### src/rtl/instruction_fetch.sv
// Single-outstanding instruction fetch stage: IDLE -> REQ -> HOLD loop with
// jump prediction from the held word and redirect/flush handling.
module instruction_fetch #(
    parameter logic [31:0] RESET_PC = 32'h0000_0000
) (
    input  logic        clk,
    input  logic        rst_n,
    output logic        imem_req,
    output logic [31:0] imem_addr,
    input  logic        imem_ack,
    input  logic [31:0] imem_rdata,
    output logic        instr_valid,
    input  logic        instr_ready,
    output logic [31:0] instruction,
    output logic [31:0] pc_out,
    input  logic        redirect_valid,
    input  logic [31:0] redirect_target
);

    typedef enum logic [1:0] {
        ST_IDLE,
        ST_REQ,
        ST_HOLD
    } state_t;

    localparam logic [31:0] RESET_PC_ALIGNED = {RESET_PC[31:2], 2'b00};

    state_t      state_q, state_d;
    logic [31:0] pc_q, pc_d;
    logic [31:0] addr_q, addr_d;
    logic [31:0] instr_q, instr_d;
    logic [31:0] pc_out_q, pc_out_d;
    logic        flush_q, flush_d;

    logic [31:0] redir_aligned;
    logic [31:0] next_pc;
    logic        is_jump;
    logic        unused_target_bits;

    assign redir_aligned      = {redirect_target[31:2], 2'b00};
    assign unused_target_bits = ^redirect_target[1:0];
    assign is_jump            = (instr_q[31:26] == 6'b000010);
    assign next_pc            = is_jump ? {pc_out_q[31:28], instr_q[25:0], 2'b00}
                                        : pc_out_q + 32'd4;

    always_ff @(posedge clk or negedge rst_n) begin
        if (!rst_n) begin
            state_q  <= ST_IDLE;
            pc_q     <= RESET_PC_ALIGNED;
            addr_q   <= 32'h0;
            instr_q  <= 32'h0;
            pc_out_q <= 32'h0;
            flush_q  <= 1'b0;
        end else begin
            state_q  <= state_d;
            pc_q     <= pc_d;
            addr_q   <= addr_d;
            instr_q  <= instr_d;
            pc_out_q <= pc_out_d;
            flush_q  <= flush_d;
        end
    end

    always_comb begin
        state_d  = state_q;
        pc_d     = pc_q;
        addr_d   = addr_q;
        instr_d  = instr_q;
        pc_out_d = pc_out_q;
        flush_d  = flush_q;
        case (state_q)
            ST_IDLE: begin
                state_d = ST_REQ;
                pc_d    = redirect_valid ? redir_aligned : pc_q;
                addr_d  = redirect_valid ? redir_aligned : pc_q;
            end
            ST_REQ: begin
                // The bus address stays put until ack; only pc tracks redirects.
                if (redirect_valid) begin
                    pc_d    = redir_aligned;
                    flush_d = 1'b1;
                end
                if (imem_ack) begin
                    if (flush_q || redirect_valid) begin
                        flush_d = 1'b0;
                        addr_d  = redirect_valid ? redir_aligned : pc_q;
                    end else begin
                        instr_d  = imem_rdata;
                        pc_out_d = addr_q;
                        state_d  = ST_HOLD;
                    end
                end
            end
            ST_HOLD: begin
                if (redirect_valid) begin
                    pc_d    = redir_aligned;
                    addr_d  = redir_aligned;
                    state_d = ST_REQ;
                end else if (instr_ready) begin
                    pc_d    = next_pc;
                    addr_d  = next_pc;
                    state_d = ST_REQ;
                end
            end
            default: begin
                state_d = ST_IDLE;
            end
        endcase
    end

    assign imem_req    = (state_q == ST_REQ);
    assign imem_addr   = addr_q;
    assign instr_valid = (state_q == ST_HOLD);
    assign instruction = instr_q;
    assign pc_out      = pc_out_q;

endmodule
### config.mk
export PLATFORM = sky130hd
export DESIGN_NAME = instruction_fetch
export DESIGN_NICKNAME = d
export VERILOG_FILES = /design/src/rtl/instruction_fetch.sv
export SDC_FILE = /design/constraint.sdc
export NUM_CORES = 1
export LEC_CHECK = 0
export CAP_MARGIN = 20
export CORE_MARGIN = 1.5
export CORE_UTILIZATION = 45
export DETAILED_ROUTE_END_ITERATION = 6
export PLACE_DENSITY = 0.77
export SLEW_MARGIN = 20
export SYNTH_ARGS = -nofsm -noshare
export SYNTH_HDL_FRONTEND = slang
export SYNTH_SLANG_ARGS = --single-unit
export TNS_END_PERCENT = 50
### constraint.sdc
create_clock -name clk -period 1.8 [get_ports clk]
set_input_delay 0.27 -clock clk [delete_from_list [all_inputs] [get_ports clk]]
set_output_delay 0.27 -clock clk [all_outputs]
set_load 0.02 [all_outputs]
==> summary.md, run 1 <==
| Metric | Value |
|---|---|
| Routed vias | `7,180` |
| Inst Count DP | `about 1,000` |
| Count leader, synth | `dfrtp_1` |
| Fin nets | `around 1,000` |
| Max FO, Critical Path | `4` |
| DR iter-0 viols | `980` |
| Cell leakage power | `a little under 5 nW` |
| Core Rows | `44` |
| Final min period | `about 2 ns` |
| Area Growth Syn to Fin | `66.22%` |
| DRC | `0` |
| CTS tree | `yes` |
| Pre-CTS setup slack | `-0.2636 ns` |
| Fin cells | `around 1,100` |
| Core area | `14,480 um2` |
| Routed Antenna Nets | `0` |
| Fillers | `between 800 and 900` |
| Largest net degree at the start of global routing | `46` |
| Crit path DAT | `2.37 ns` |
| Die Height | `approximately 120 um` |
| Worst Setup Start Kind | `flop` |
| Status | `finished with violations` |
| Post-DP HPWL | `15,200 um` |
| Sequential fraction of the synthesis area | `roughly half` |
| GRT Overall Usage | `slightly below 30%` |
| Post-layout power | `18.56 mW` |
| Yosys reg bits | `roughly 130` |
| Initial antenna violation count | `1` |
| Core Util, Final | `roughly three quarters` |
| Ys async rst share | `between 90% and 100%` |
| Starting Density | `between 40% and 50%` |
| Post-Syn Area | `about 6600 um2` |
| Share of cells above drive strength 1 | `between 30% and 40%` |
| Top area cells in the synthesized netlist | `dfrtp_1 (49%), mux2_2 (14%), nand2_1 (3.6%)` |
| Worst endpoint required time | `2.15 ns` |
| Violated checks | `negative setup slack` |
| Die width | `~120 um` |
| Worst Slack Setup Final | `-0.2224 ns` |
| Syn nets | `703` |
| Gpl congestion | `between 0.8 and 0.9` |
| Yosys warns | `0` |
| Avg Inst Size Synth | `about 10 um2` |
| Clock transition at path regs | `approximately 0.060 ns` |
| Clock tree root buffer cell | `clkbuf_16` |
| Max-Cap Viols | `0` |
| IO Port Bufs | `164` |
| Crit share post-route | `112.4%` |
| Worst Tran Pin Value | `~0.75 ns` |
| First-pass GRT wire length | `roughly 36,000 um` |
| RSZ-0062 raised after global routing | `true` |
| Max-slew violations | `0` |
| Critical Setup Path Class | `reg -> reg` |
| Post-synth EDFFs | `0` |
| Peak VDD IR | `0.8610 mV` |
| DR vias/cell | `6.504` |
| Synth cell count leaders | `dfrtp_1 (131), mux2_2 (80), nand2_1 (64), o21ai_0 (43), a21oi_1 (39)` |
| CTS max path bufs | `2` |
| Max Clock Freq | `about 490 MHz` |
| Rel. slew slack | `about half` |
| Clock skew | `about 0.010 ns` |
| Worst hold slack | `about 0.33 ns` |
| Share of the synthesized area in the top cell type | `49.44%` |
| HP Class | `in -> async` |
| H-Tree Depth | `4` |
| Pwr/cell area | `about 1700 nW/um2` |
| Vias in the first global route | `~6,600` |
| Leading area contributor after synthesis | `dfrtp_1` |
| DIE AREA | `15,470 um2` |
| Fin. Hold Viols | `0` |
| Clk sinks | `~130` |
| Number of I/O pins | `167` |
| Top FF cell, synth | `dfrtp_1` |
| Synth unique cells | `66` |
| Routed WL per cell | `25.14 um` |
| Total CTS buffers | `17` |
| Worst-Skew Late Latency | `about 0.43 ns` |
| Final WL | `approximately 28,000 um` |
| Setup crit end kind | `flop` |
| Post-synthesis cell count | `about 630` |
| Total gr overflow | `0` |
| Register area | `around 3300 um2` |
| Multi-input combinational cell area | `3862 um2` |
| Endpoints failing setup | `around 120` |
| Pre-antenna DRT Iters | `6` |
==> critical path, cell delays in order, from the launching register on <==
cell and delay [ns]:
dfrtp_2 0.43, nand4_1 0.27, buf_4 0.24, or4_4 0.42, o41ai_2 0.24, o22ai_1 0.16
o21ai_1 0.18
==> final cells by class <==
class | instances | share of cell area (%)
inverters | 11 | 0.3747
diodes | 1 | 0.02271
well taps | 184 | 2.089
repair buffers | 293 | 26.58
multi-input cells | 452 | 35.05
clock inverters | 13 | 1.873
flip-flops and latches | 131 | 29.90
clock buffers | 19 | 4.110
==> kinds of logic (layout without fill, tap and decap cells) <==
logic type / Yosys count / after routing / synth area share (%)
simple gates: 190 / 190 / 15.14
compound gates: 156 / 156 / 14.93
flops: 131 / 131 / 49.44
mux: 87 / 87 / 14.64
buf+inv: 50 / 336 / 3.284
xor+xnor: 18 / 18 / 2.378
fa+ha+maj: 1 / 1 / 0.1887
other cells: 0 / 1 / 0
==> placed cells by master (no fill, tap or decap), types with 14 or more instances in the layout <==
cell and instances:
clkdlybuf4s50_1 128, dfrtp_1 117, buf_4 94, nand2_1 58, mux2_4 43, mux2_2 37
a21oi_1 30, dlygate4sd2_1 23, nor2_1 22, clkbuf_16 22, o21ai_0 21, nand3_1 19
o21ai_1 19, buf_6 16, nand4_1 15, buf_12 14, dfrtp_2 14
==> path summary, 6_finish.rpt <==
check,startpoint,end,slack (ns),cells after the start
setup / recovery,pc_out[2]$_DFFE_PN0P_,pc_q[21]$_DFFE_PN0P_,-0.22,6
hold / removal,rst_n,instruction[16]$_DFFE_PN0P_,0.33,2
setup reg to reg,pc_out[2]$_DFFE_PN0P_,pc_q[21]$_DFFE_PN0P_,-0.22,6
hold reg to reg,pc_q[2]$_DFFE_PN0P_,pc_q[2]$_DFFE_PN0P_,0.51,1
max in group asynchronous,rst_n,pc_out[14]$_DFFE_PN0P_,0.80,3
min in group clk,redirect_valid,state_q[1]$_DFFE_PN0P_,0.37,3
==> routing by layer <==
metal | vias up | wire, um | global-route usage, %
li1 | 2872 | - | -
met1 | 3519 | 10210 | 37.30
met2 | 629 | 13110 | 48.93
met3 | 160 | 2765 | 4.811
met4 | 0 | 1670 | 14.47
met5 | - | 0 | 0
==> sequential cells by signal (all words and copies together) (netlist names) <==
| name | cells |
|---|---|
| pc_q | 32 |
| imem_addr | 32 |
| instruction | 32 |
| state_q | 2 |
| flush_q | 1 |
| pc_out | 32 |
==> stage by stage <==
step / instance area [um2] / TNS (ns)
after floorplan: 6690 / -0.1592
after global placement: 9100 / -9.298
after detailed placement: 9100 / -12.87
after CTS: 10180 / -1.105
after global routing: 11020 / -12.64
final: 11020 / -6.998
==> repair_timing <==
item	CTS	global route
gates resized for setup	85	136
hold buffers	1	0
buffers inserted	20	24
gates cloned	1	6
endpoints found under the hold margin	43	0
pin swaps	30	46
endpoints found under the setup margin	73	123
==> power by group <==
| group | switching (mW) | total (mW) | leakage [nW] | internal [mW] |
|---|---|---|---|---|
| clock network | 1.41 | 3.93 | 0.319 | 2.53 |
| registers | 1.31 | 5.48 | 1.57 | 4.17 |
| logic | 4.65 | 9.15 | 3.00 | 4.50 |
Note: power is estimated with default switching activity, not from simulation.
==> inputs of run 2 (changes only) <==
--- a/config.mk
+++ b/config.mk
@@ -14,4 +14,3 @@
 export SYNTH_ARGS = -nofsm -noshare
 export SYNTH_HDL_FRONTEND = slang
 export SYNTH_SLANG_ARGS = --single-unit
-export TNS_END_PERCENT = 50
==> run 2 against run 1 <==
Effect of this change:
- the run still ends with negative setup slack left
- clock skew hardly changed
- final area is 3.6% lower
- sequential share of layout area is 1.2 points higher
- die area stayed put
- combinational power is 9.4% lower
- worst hold slack worse by 0.0048 ns
- flip-flop and latch count stayed put
- non-clock buffer count is 2 lower
- worst setup slack better by 0.079 ns
- count of clock-buffer cells in the layout is 7 higher
- wire length is 15% lower
==> summary.md, run 2 (synthesis results as in run 1) <==
| Metric | Value |
|---|---|
| DIE AREA | `15,470 um2 (unchanged)` |
| Worst Setup Start Kind | `flop` |
| Clock skew | `0.009779 ns (-0.0003385 ns)` |
| Max Clock Freq | `514.7 MHz (+4.1%)` |
| Commonest cells after routing, fill and taps aside | `clkdlybuf4s50_1 (130), dfrtp_1 (111), buf_4 (97)` |
| First-pass GRT wire length | `35,870 um (-0.29%)` |
| Vias in the first global route | `6,686 (+0.83%)` |
| Setup crit end kind | `flop` |
| Max FO, Critical Path | `4 (unchanged)` |
| DR iter-0 viols | `477 (-51%)` |
| Total gr overflow | `0 (unchanged)` |
| Final WL | `23,590 um (-15%)` |
| Worst endpoint required time | `2.11 ns (-0.04 ns)` |
| Worst r2r src | `instruction[26]$_DFFE_PN0P_` |
| H-Tree Depth | `4 (unchanged)` |
| Gpl congestion | `0.8567 (-0.96%)` |
| Clk pwr share | `20.4% (-0.8 points)` |
| Pwr/cell area | `1628 nW/um2 (-3.4%)` |
| RSZ-0062 raised after global routing | `true` |
| Critical Setup Path Class | `reg -> reg` |
| Clock tree root buffer cell | `clkbuf_16` |
| Fin. Hold Viols | `0 (unchanged)` |
| Post-DP HPWL | `15,280 um (+0.52%)` |
| CTS tree | `yes` |
| Largest net degree at the start of global routing | `48 (+4.3%)` |
| Top layer used by detailed routing | `met4` |
| Routed Antenna Nets | `0 (unchanged)` |
| Initial antenna violation count | `0 (-1)` |
| Met2 WL | `11,850 um (-9.7%)` |
| Peak VDD IR | `0.8348 mV (-3.0%)` |
| GRT Overall Usage | `29.42% (about the same)` |
| Die width | `124.4 um (unchanged)` |
| Psw | `6.689 mW (-9.2%)` |
| Violated checks | `negative setup slack` |
| Sequential Power Share | `31.6% (+2.1 points)` |
| Detailed-routing wirelength on met1 | `9434 um (-7.6%)` |
| Crit share post-route | `107.9% (-4.4 points)` |
| Most common cell after layout, fill and taps aside | `clkdlybuf4s50_1` |
| Routed WL per cell | `21.45 um (-15%)` |
| Core area | `14,480 um2 (unchanged)` |
| Max-Cap Viols | `0 (unchanged)` |
| Fillers | `978 (+14%)` |
| Post-route setup TNS | `-1.794 ns (+5.204 ns)` |
| Total CTS buffers | `17 (unchanged)` |
| Max-slew violations | `0 (unchanged)` |
| Status | `finished with violations` |
| Share of cells above drive strength 1 | `36.03% (-1.6 points)` |
| Endpoints failing setup | `33 (-71%)` |
| Worst-Skew Late Latency | `0.43 ns (about the same)` |
| Worst R2R End | `imem_addr[11]$_DFFE_PN0P_` |
| IO Port Bufs | `164 (unchanged)` |
| Worst Tran Pin Value | `0.4074 ns (-0.3406 ns)` |
| CTS max path bufs | `2 (unchanged)` |
| Core Rows | `44 (unchanged)` |
| Rel. slew slack | `72.84% (+23 points)` |
| DR vias/cell | `6.010 (-7.6%)` |
| Routed met3 length | `1660 um (-40%)` |
| R2R cell count | `6 (unchanged)` |
| Cell leakage power | `4.681 nW (-4.2%)` |
| Post-layout power | `17.29 mW (-6.8%)` |
| Worst Slack Setup Final | `-0.1430 ns (+0.07941 ns)` |
| Routed vias | `6,611 (-7.9%)` |
| Number of I/O pins | `167 (unchanged)` |
| Net Sw Frac | `38.68% (-1.0 points)` |
| Clock transition at path regs | `0.05 ns (about the same)` |
| Comb power frac | `48.0% (-1.3 points)` |
| Crit path DAT | `2.25 ns (-0.12 ns)` |
| Final min period | `1.943 ns (-0.07941 ns)` |
| HP Class | `in -> async` |
| Die Height | `124.4 um (unchanged)` |
| Pre-antenna DRT Iters | `5 (-1)` |
| Fin nets | `974 (-0.20%)` |
| Starting Density | `45.79% (unchanged)` |
| Clk sinks | `131 (unchanged)` |
| DRC | `0 (unchanged)` |
| Area Growth Syn to Fin | `60.24%` |
| R2R setup slack | `-0.14 ns (+0.08 ns)` |
| # diodes | `0 (-1)` |
| Int Pwr | `10.61 mW (-5.3%)` |
[run 2: cell types whose count changed in the layout (fill, tap and decap cells not counted), moves of 6 or more]
cell / before / now
mux2_4: 43 / 10
mux2_2: 37 / 70
o21ai_1: 19 / 11
dfrtp_1: 117 / 111
clkbuf_1: 0 / 6
dfrtp_2: 14 / 20
[run 2: critical path, stage by stage, from the launching register on]
cell	delay (ns)
dfrtp_2	0.41
or4b_4	0.59
nor2_4	0.14
buf_6	0.15
nor3_4	0.05
a22o_1	0.24
mux2_4	0.26
[run 2: layout make-up]
cell class	count	area, um2	area share [%]
Multi-Input combinational cell	452	3642	34.28
Sequential cell	131	3303	31.09
Timing Repair Buffer	291	2818	26.52
Clock buffer	26	489.2	4.605
Tap cell	184	230.2	2.167
Clock inverter	5	100.1	0.9422
Inverter	11	41.29	0.3886
[run 2: metal layers]
layer / global-route usage [%] / up-vias
met1: 37.29 / 3321
met2: 48.97 / 338
met3: 6.014 / 72
met5: 0 / -
li1: - / 2880
met4: 12.51 / 0
[run 2: timing repair]
item / in CTS / in global routing
hold buffers: 1 / 0
cloned: 1 / 0
gates resized for setup: 88 / 75
hold endpoints to repair: 36 / 0
endpoints found under the setup margin: 61 / 68
setup buffers: 27 / 11
pin swaps: 31 / 32
[run 2: worst max path at each step]
stage	from	to	slack (ns)
floorplan	instruction[28]$_DFFE_PN0P_	pc_q[16]$_DFFE_PN0P_	-0.01
global placement	instr_ready	pc_q[5]$_DFFE_PN0P_	-0.20
detailed placement	instr_ready	imem_addr[31]$_DFFE_PN0P_	-0.21
CTS	instruction[29]$_DFFE_PN0P_	pc_q[11]$_DFFE_PN0P_	-0.14
global route	instruction[26]$_DFFE_PN0P_	pc_q[11]$_DFFE_PN0P_	-0.17
finish	instruction[26]$_DFFE_PN0P_	imem_addr[11]$_DFFE_PN0P_	-0.14
[run 2: stage by stage]
| step | util (%) | hold slack, ns | cells | setup WS (ns) | cell area (um2) |
|---|---|---|---|---|---|
| global placement | 63.29 | 0.2048 | 1029 | -0.1972 | 9164 |
| finish | 73.38 | 0.3277 | 1100 | -0.1430 | 10620 |
| detailed placement | 63.29 | 0.2081 | 1029 | -0.2076 | 9164 |
| global route | 73.38 | 0.3377 | 1100 | -0.1673 | 10620 |
| floorplan | - | -0.02559 | 633 | -0.01245 | 6748 |
| CTS | 70.76 | 0.3116 | 1089 | -0.1405 | 10240 |
[run 2: power groups by stage]
stage                     combinational, mW  clock, mW  sequential (mW)
after detailed placement               7.51          0             5.38
after floorplan                        2.54          0             6.43
after global routing                   8.70       3.69             5.60
after CTS                              7.91       3.55             5.38
final                                  8.29       3.53             5.47
after global placement                 7.34          0             5.32
==> inputs of run 3 (changes only) <==
--- a/config.mk
+++ b/config.mk
@@ -6,10 +6,12 @@
 export NUM_CORES = 1
 export LEC_CHECK = 0
 export CAP_MARGIN = 20
+export CELL_PAD_IN_SITES_DETAIL_PLACEMENT = 1
+export CELL_PAD_IN_SITES_GLOBAL_PLACEMENT = 1
 export CORE_MARGIN = 1.5
-export CORE_UTILIZATION = 45
+export CORE_UTILIZATION = 34
 export DETAILED_ROUTE_END_ITERATION = 6
-export PLACE_DENSITY = 0.77
+export PLACE_DENSITY_LB_ADDON = 0.1
 export SLEW_MARGIN = 20
 export SYNTH_ARGS = -nofsm -noshare
 export SYNTH_HDL_FRONTEND = slang
==> run 3 against run 2 <==
Effect of this change:
- the run still ends with negative setup slack left
- fmax up 0.71%
- non-clock buffer count up 20
- flip-flop and latch count unchanged
- final area up 6.0%
- worst setup slack better by 0.014 ns
- critical path depth down 1
- highest routed layer is now met5
==> summary.md, run 3 (synthesis results as in run 1) <==
| Metric | Value |
|---|---|
| Peak VDD IR | `0.8304 mV (-0.52%)` |
| Clk pwr share | `19.0% (-1.4 points)` |
| Total gr overflow | `0 (unchanged)` |
| Core Util, Final | `59.61% (-14 points)` |
| Most common cell after layout, fill and taps aside | `clkdlybuf4s50_1` |
| Fillers | `1,967 (+100%)` |
| Commonest cells after routing, fill and taps aside | `clkdlybuf4s50_1 (124), dfrtp_1 (109), buf_4 (103)` |
| Die Height | `142.6 um (+15%)` |
| Fin cells | `1,197 (+8.8%)` |
| Crit share post-route | `107.2% (-0.76 points)` |
| Crit-path cells | `or4b_4, nor3_1, a311o_1, a21oi_2, mux2_2` |
| Share of cells above drive strength 1 | `39.59% (+3.6 points)` |
| # diodes | `0 (unchanged)` |
| Placed instance area | `9379 um2 (+2.3%)` |
| Sequential Power Share | `30.8% (-0.8 points)` |
| Starting Density | `35.09% (-11 points)` |
| Endpoints failing setup | `78 (+140%)` |
| Area Growth Syn to Fin | `69.86%` |
| DR vias/cell | `5.606 (-6.7%)` |
| Fin. Hold Viols | `0 (unchanged)` |
| Worst Tran Pin Value | `0.4595 ns (+0.05216 ns)` |
| Design Area, Final | `11,260 um2 (+6.0%)` |
| Int Pwr | `10.95 mW (+3.3%)` |
| Pwr/cell area | `1627 nW/um2 (about the same)` |
| Clock skew | `0.008988 ns (-0.0007912 ns)` |
| Worst Slack Setup Final | `-0.1294 ns (+0.01361 ns)` |
| Final WL | `29,240 um (+24%)` |
| Routed vias | `6,710 (+1.5%)` |
| Routed Antenna Nets | `0 (unchanged)` |
| Total CTS buffers | `17 (unchanged)` |
| Post-DP HPWL | `18,550 um (+21%)` |
| Initial antenna violation count | `1 (+1)` |
| Max Clock Freq | `518.3 MHz (+0.71%)` |
| Status | `finished with violations` |
| HP Class | `in -> async` |
| Violated checks | `negative setup slack` |
| Max-Cap Viols | `0 (unchanged)` |
| First-pass GRT wire length | `41,370 um (+15%)` |
| Die width | `142.6 um (+15%)` |
| Psw | `7.368 mW (+10%)` |
| DIE AREA | `20,350 um2 (+32%)` |
| RSZ-0062 raised after global routing | `true` |
| Gpl congestion | `0.8841 (+3.2%)` |
| Worst-Skew Late Latency | `0.43 ns (about the same)` |
| Largest net degree at the start of global routing | `46 (-4.2%)` |
| GRT Overall Usage | `26.98% (-2.4 points)` |
| Worst hold slack | `0.3363 ns (+0.008633 ns)` |
| Pre-antenna DRT Iters | `5 (unchanged)` |
| DRC | `0 (unchanged)` |
| Max FO, Critical Path | `6 (+2)` |
| Worst Setup Start Kind | `flop` |
| CTS tree | `yes` |
| Comb power frac | `50.2% (+2.2 points)` |
| Clock transition at path regs | `0.06 ns (about the same)` |
| Net Sw Frac | `40.22% (+1.5 points)` |
| IO Port Bufs | `164 (unchanged)` |
| Post-route setup TNS | `-3.779 ns (-1.985 ns)` |
| DR iter-0 viols | `444 (-6.9%)` |
| Core Rows | `50 (+14%)` |
| CTS max path bufs | `2 (unchanged)` |
| Max stage delay on crit path | `0.62 ns (+0.03 ns)` |
| Vias in the first global route | `7,163 (+7.1%)` |
| R2R cell count | `5 (-1)` |
| H-Tree Depth | `4 (unchanged)` |
| Critical Setup Path Class | `reg -> reg` |
| Clk sinks | `131 (unchanged)` |
| Cell leakage power | `4.903 nW (+4.8%)` |
| Crit path max-delay cell type | `or4b_4` |
| Crit path DAT | `2.24 ns (about the same)` |
| Final min period | `1.929 ns (-0.01361 ns)` |
| Fin nets | `994 (+2.1%)` |
| Setup crit end kind | `flop` |
| Inst Count DP | `1,121 (+8.9%)` |
| Max-slew violations | `0 (unchanged)` |
| Routed WL per cell | `24.42 um (+14%)` |
| Core area | `18,890 um2 (+30%)` |
| Rel. slew slack | `69.37% (-3.5 points)` |
| Number of I/O pins | `167 (unchanged)` |
| Worst endpoint required time | `2.11 ns (about the same)` |
| Clock tree root buffer cell | `clkbuf_16` |
==> run 3: cell types whose count changed in the layout (fill, tap and decap cells not counted), sizes merged, moves of 2 or more <==
cell	previous run	this run
clkbuf	27	23
inv	11	13
buf	127	145
clkinvlp	0	5
clkinv	2	6
dlymetal6s2s	10	6
clkdlybuf4s50	130	124
dlygate4sd2	21	29
==> run 3: area by class of cell <==
type	count	area, um2	area share (%)
Multi-Input combinational cell	452	3887	34.52
Sequential cell	131	3306	29.35
Timing Repair Buffer	311	3117	27.67
Clock buffer	17	425.4	3.777
Tap cell	260	325.3	2.889
Clock inverter	15	160.2	1.422
Inverter	11	41.29	0.3666
==> run 3: worst paths after layout <==
path | start | slack, ns | to
hold reg to reg | pc_q[5]$_DFFE_PN0P_ | 0.51 | pc_q[5]$_DFFE_PN0P_
setup / recovery | instruction[26]$_DFFE_PN0P_ | -0.13 | imem_addr[7]$_DFFE_PN0P_
hold / removal | rst_n | 0.34 | flush_q$_DFFE_PN0P_
setup reg to reg | instruction[26]$_DFFE_PN0P_ | -0.13 | imem_addr[7]$_DFFE_PN0P_
max in group asynchronous | rst_n | 0.78 | pc_out[22]$_DFFE_PN0P_
min in group clk | redirect_valid | 0.34 | state_q[0]$_DFFE_PN0P_
==> run 3: power by group through the flow <==
stage / logic [mW] / clock network (mW) / registers [mW]
floorplan: 2.54 / 0 / 6.43
global placement: 7.59 / 0 / 5.41
detailed placement: 7.80 / 0 / 5.48
CTS: 8.32 / 3.51 / 5.49
global route: 9.68 / 3.62 / 5.78
finish: 9.20 / 3.49 / 5.64
==> run 3: through the flow <==
| step | setup slack (ns) | power, mW |
|---|---|---|
| floorplan | -0.01245 | 8.967 |
| global placement | -0.2886 | 13.00 |
| detailed placement | -0.3310 | 13.28 |
| CTS | -0.1187 | 17.31 |
| global route | -0.1934 | 19.08 |
| finish | -0.1294 | 18.32 |
==> run 3: routing by layer <==
metal	global-route usage, %	part of all wire (%)	up-vias
li1	-	-	2923
met1	35.60	43	3482
met2	44.79	50	256
met3	4.594	5.7	47
met4	9.333	1.9	2
met5	0	0.038	-
==> run 3: worst max-delay path, delay by kind of cell (launching register included) <==
family,cells,cell delay (ns)
flip-flops,1,0.42
AO/OA/AOI/OAI,2,0.29
multiplexers,1,0.26
AND/OR/NAND/NOR,2,0.84
==> run 3: timing repair <==
action	4_1_cts	5_1_grt
pin swaps	24	32
hold buffers	1	0
endpoints found under the hold margin	42	0
resized for setup	133	125
setup buffers	23	11
endpoints found under the setup margin	143	119
gates cloned	4	6
